`config.mk`:
```
export PLATFORM = sky130hd
export DESIGN_NAME = scan_slot_arbiter
export DESIGN_NICKNAME = d
export VERILOG_FILES = /design/src/rtl/scan_pkg.sv /design/src/rtl/scan_slot_arbiter_rr_pick.sv /design/src/rtl/scan_slot_arbiter.sv
export SDC_FILE = /design/constraint.sdc
export NUM_CORES = 1
export LEC_CHECK = 0
export BUFFER_PORTS_ARGS = -buffer_cell sky130_fd_sc_hd__buf_2
export CAP_MARGIN = 20
export CORE_MARGIN = 1
export CORE_UTILIZATION = 35
export DETAILED_ROUTE_END_ITERATION = 8
export GPL_TIMING_DRIVEN = 0
export PLACE_DENSITY_LB_ADDON = 0.05
export SLEW_MARGIN = 10
export SYNTH_ARGS = -nofsm -noshare
export SYNTH_HDL_FRONTEND = slang
export SYNTH_HIERARCHICAL = 1
export SYNTH_SLANG_ARGS = --single-unit
```
`constraint.sdc`:
```
create_clock -name clk -period 7.8 [get_ports clk]
set_input_delay 1.56 -clock clk [delete_from_list [all_inputs] [get_ports clk]]
set_output_delay 1.56 -clock clk [all_outputs]
set_load 0.03 [all_outputs]
```
`src/rtl/scan_pkg.sv`:
```
// Shared constants and helpers for the scan-locked slot arbiter.
package scan_pkg;

    localparam logic PHASE_DISP = 1'b0;
    localparam logic PHASE_FREE = 1'b1;

    localparam int DEF_NUM_REQ = 3;
    localparam int DEF_BUDGET  = 8;
    localparam int DEF_CNT_W   = $clog2(DEF_BUDGET + 1);

    // Counter must hold 0..budget inclusive so it can saturate without wrapping.
    function automatic int cnt_width(input int budget);
        return $clog2(budget + 1);
    endfunction

endpackage

```
`src/rtl/scan_slot_arbiter_rr_pick.sv`:
```
// Round-robin picker: first set bit at or after ptr, wrapping, via a doubled vector.
module rr_pick
    import scan_pkg::*;
#(
    parameter int NUM_REQ = DEF_NUM_REQ,
    localparam int PW = $clog2(NUM_REQ)
) (
    input  logic [NUM_REQ-1:0] req,
    input  logic [PW-1:0]      ptr,
    output logic [NUM_REQ-1:0] gnt,
    output logic [PW-1:0]      idx,
    output logic               valid
);

    logic [2*NUM_REQ-1:0] dbl;

    always_comb begin
        dbl   = {req, req} >> ptr;
        gnt   = '0;
        idx   = '0;
        valid = 1'b0;
        // Descending scan so the lowest offset from ptr wins.
        for (int j = NUM_REQ - 1; j >= 0; j--) begin
            if (dbl[j]) begin
                valid = 1'b1;
                idx   = PW'((int'(ptr) + j) % NUM_REQ);
            end
        end
        if (valid) gnt[idx] = 1'b1;
    end

endmodule

```
`src/rtl/scan_slot_arbiter.sv`:
```
// Memory-slot arbiter locked to raster timing: display owns even active slots,
// background requesters share the rest round-robin under a per-line budget.
module scan_slot_arbiter
    import scan_pkg::*;
#(
    parameter int NUM_REQ = DEF_NUM_REQ,
    parameter int BUDGET  = DEF_BUDGET
) (
    input  logic               clk,
    input  logic               reset,
    input  logic               en,
    input  logic               x_active,
    input  logic               y_active,
    input  logic               new_line,
    input  logic               new_frame,
    input  logic [NUM_REQ-1:0] req,
    output logic [NUM_REQ-1:0] gnt,
    output logic               gnt_disp,
    output logic [NUM_REQ-1:0] starved,
    output logic               phase
);

    localparam int CNT_W = cnt_width(BUDGET);
    localparam int PW    = $clog2(NUM_REQ);

    logic [PW-1:0]      rr_ptr;
    logic [CNT_W-1:0]   count [NUM_REQ];
    logic [NUM_REQ-1:0] seen, granted;
    logic [NUM_REQ-1:0] eligible, pick_gnt, line_starve;
    logic [PW-1:0]      pick_idx;
    logic               pick_valid, open;

    assign gnt_disp = en && x_active && y_active && (phase == PHASE_DISP);
    assign open     = en && !gnt_disp && !reset;

    always_comb begin
        for (int i = 0; i < NUM_REQ; i++)
            eligible[i] = req[i] && (count[i] < CNT_W'(BUDGET));
    end

    rr_pick #(.NUM_REQ(NUM_REQ)) u_pick (
        .req   (eligible),
        .ptr   (rr_ptr),
        .gnt   (pick_gnt),
        .idx   (pick_idx),
        .valid (pick_valid)
    );

    assign gnt = open ? pick_gnt : '0;

    // A grant in the boundary cycle still belongs to the line that is ending.
    assign line_starve = (seen | (req & {NUM_REQ{open}})) & ~(granted | gnt);

    always_ff @(posedge clk) begin
        if (reset) begin
            phase   <= PHASE_DISP;
            rr_ptr  <= '0;
            seen    <= '0;
            granted <= '0;
            starved <= '0;
            for (int i = 0; i < NUM_REQ; i++) count[i] <= '0;
        end else if (en) begin
            phase <= new_line ? PHASE_DISP : ~phase;
            if (open && pick_valid)
                rr_ptr <= (pick_idx == PW'(NUM_REQ - 1)) ? '0 : pick_idx + 1'b1;
            if (new_line) begin
                seen    <= '0;
                granted <= '0;
                for (int i = 0; i < NUM_REQ; i++) count[i] <= '0;
                starved <= (new_frame ? '0 : starved) | line_starve;
            end else begin
                seen    <= seen | (req & {NUM_REQ{open}});
                granted <= granted | gnt;
                if (new_frame) starved <= '0;
                for (int i = 0; i < NUM_REQ; i++)
                    if (gnt[i] && count[i] != CNT_W'(BUDGET)) count[i] <= count[i] + 1'b1;
            end
        end
    end

endmodule
```
==> impl_results.md <==
* Clock sinks at 24
* Reg2reg path depth at 10
* First drt pass iteration count at 4
* Distinct cells, synth at 39
* Fillers at 450
* Post-DR wirelength/cell at about 14 um
* Setup_tns at 0 ps
* Relative slew slack at slightly above 60%
* Vias at around 1200
* GRT met1 Usage at a little under a fifth
* Synth Area in Adders at between 7 and 8%
* Number of global-route vias before repair at 1202
* Reg2reg setup slack at a little under 5000 ps
* Post-CTS setup buffers at 0
* Worst Hold Class: register to register
* Routability-driven placement congestion ratio at around 0.87
* Number of max-cap violations at 0
* Worst r2r src: count[0][11]$_SDFFCE_PN0P_
* Setup ws final at 2600 ps
* Placed Area at between 1500 and 2000 um2
* Chip height at 69.3 um
* Hold path cells at 2
* Max Clock Freq at between 0.15 and 0.2 GHz
* TritonCTS clock tree: done
* Met3 usage at under 10%
* Cts-stage hold buffer count at 0
* I/O pins at 18
* Fin. Hold Viols at 0
* Synth Area in Simple Gates at 23.4%
* Grt ovf at 0
* Final Max Tran Viols at 0
* First-pass GRT wire length at between 5 and 6 mm
* DIE WIDTH at 69.3 um
* Syn Inst Count at 160
* Synth top area share at 22.7%
* Initial antenna violation count at 0
* Total track usage at 14.6%
* Final nets at approximately 200
* Area delta synth->final at 13.7%
* Largest family of logic cells by synthesized area: simple AND/OR/NAND/NOR gates
* Largest cells by area after synthesis: edfxtp_1, dfxtp_1, ha_1
* Post-cts resize count at 0
* Largest net degree at the start of global routing at 15
* Synth Area in XOR/XNOR at ~3.9%
* Final instance area at between 1500 and 2000 um2
* CP Launch Type: input pin
* Share of layout cells above drive strength 1 at between 20% and 30%
* Syn. warnings at 6
* Post-synthesis mux area share at under 10%
* Worst-path clk slew at approximately 90 ps
* Syn_nets at around 180
* I/O Buffers at 17
* Syn_area_per_cell at 9.91 um2
* Clock Latency Late Sink at around 270 ps
* P_leak at around 0.74 nW
* Num CTS Buffers at 3
* # rows at 24
* Area leader, netlist: edfxtp_1
* Power Density at around 160 nW/um2
* Critical Path End Type: output pin
* Final HPWL DP at between 2 and 3 mm
* Residual DRC at 0
* Period utilization at around two thirds
* Antenna cells at 0
* Pre-CTS setup slack at approximately 2600 ps
* Maximum ir drop on the vdd rail at 0.0863 mV
* Clk buf depth at 2
* Tot Pwr at just under 0.3 mW
* Hold Path Sink: starved[0]$_SDFFE_PP0P_
* Post-route ant nets at 0
* H-tree level count at 1
* Least-Margin Pin Slew at ~590 ps
* Min cycle time layout at ~5200 ps
* Outcome: finished clean
* Final setup vio count at 0
* Met2 global-route usage at 25.0%
* WP data arrival at 3640 ps
* DRC marker count from the first detailed-route iteration at between 60 and 70
* Die area at between 4000 and 5000 um2
* Clock tree root driver cell: clkbuf_8
* Final WL at around 3.3 mm
* RSZ-0062 raised after global routing: no
* Worst EP required at 6240 ps
* FF-to-FF End: count[0][6]$_SDFFCE_PN0P_
* Hold_sp: starved[0]$_SDFFE_PP0P_
* Cell Area, Synth at roughly 1600 um2
* Core Area at roughly 4400 um2
* CP Max Fanout at 7
* Most Crowded Layer GR: met2
* Worst Setup Path Type: input pin to output pin
* Seq/Total Area, Yosys at 37.9%
* Synth Area in Compound Gates at around 18%
* Synth Register Bits at 24
* Worst Clk Skew at roughly 12 ps
* Starting Density at around 36%
* DR vias/cell at 5.21
[state kept, by name, summed over array words and instances, names as in the netlist]
name and flops:
phase 1, rr_ptr 2, starved 3, count 12
granted 3, seen 3
[layout make-up]
class	instances	area, um2	area share, %
Inverter	13	48.8	2.71
Sequential cell	24	601	33.3
Buffer	8	67.6	3.75
Clock buffer	4	66.3	3.68
Multi-Input combinational cell	115	868	48.2
Timing Repair Buffer	17	85.1	4.72
Tap cell	52	65.1	3.61
[Yosys cell counts]
cell type  instances
o221ai_1           1
a21oi_1            4
o211ai_2           1
o31ai_1            2
a311oi_1           2
nand3b_1           4
inv_1             13
and2b_1            1
a21o_1             1
nor3_1             2
a31oi_1           15
and3b_1            4
o41ai_2            3
xnor2_1            4
mux2i_1            3
xor2_1             3
nor3b_4            1
nor2b_1            5
ha_1               9
and2_1             1
nand2b_1           2
buf_6              4
dfxtp_1           12
o21a_1             3
nor3b_2            1
nand2_1            9
o21ai_0            2
or3b_1             1
and3_1             3
a31oi_2            2
buf_4              1
buf_2              3
and2_4             3
nand3_1            5
nor2_1            12
nand4_1            2
nand4_2            3
edfxtp_1          12
mux2_2             1
[cells by family (layout without fill, tap and decap cells)]
kind of cell,count (synthesis),in the layout
AND/OR/NAND/NOR,59,59
AO/OA/AOI/OAI,36,36
flip-flops,24,24
buffers and inverters,21,42
adder cells (fa/ha/maj),9,9
XOR/XNOR,7,7
multiplexers,4,4
[worst max path at each step]
stage                start     end  slack (ps)  cells past startpoint
finish              req[2]  gnt[1]        2600                     10
floorplan           req[1]  gnt[1]        3060                      9
global placement    req[1]  gnt[1]        2590                     11
global route        req[2]  gnt[1]        2390                     10
CTS                 req[1]  gnt[1]        2590                     11
detailed placement  req[1]  gnt[1]        2590                     11
[power breakdown]
part / total (mW) / leakage [nW] / internal (mW) / switching, mW
combinational: 0.0562 / 0.482 / 0.0233 / 0.0329
clock: 0.0971 / 0.0339 / 0.0558 / 0.0413
sequential: 0.144 / 0.226 / 0.138 / 0.00530
[per-layer routing]
layer  vias up  share of wire, %
met3         4               2.3
li1        628                 -
met1       568                49
met2        13                48
met5         -                 0
met4         0              0.99
[critical path, cell delays in order]
cell and delay [ps]:
buf_2 100, nor2b_1 390, nand2b_1 100, o221ai_1 250, nand3_1 130, a31oi_2 300, nor3b_2 210, and3b_1 220
and2_4 180, buf_2 190
[cell usage in the layout (no fill, tap or decap), drive strengths merged, types with 5 or more instances in the layout]
cell / instances
inv: 13
dfxtp: 12
a31oi: 17
nor2b: 5
edfxtp: 12
ha: 9
nand2: 9
nand3: 5
nor2: 12
nand4: 5
buf: 25
[metrics by stage]
step                      cells  hold WS [ps]  util [%]
after detailed placement    229           443      39.9
after global routing        233           493      41.4
after floorplan             160           432         -
final                       233           464      41.4
after CTS                   233           465      41.4
after global placement      229           438      39.9
Power figures use the tool's default switching activity.
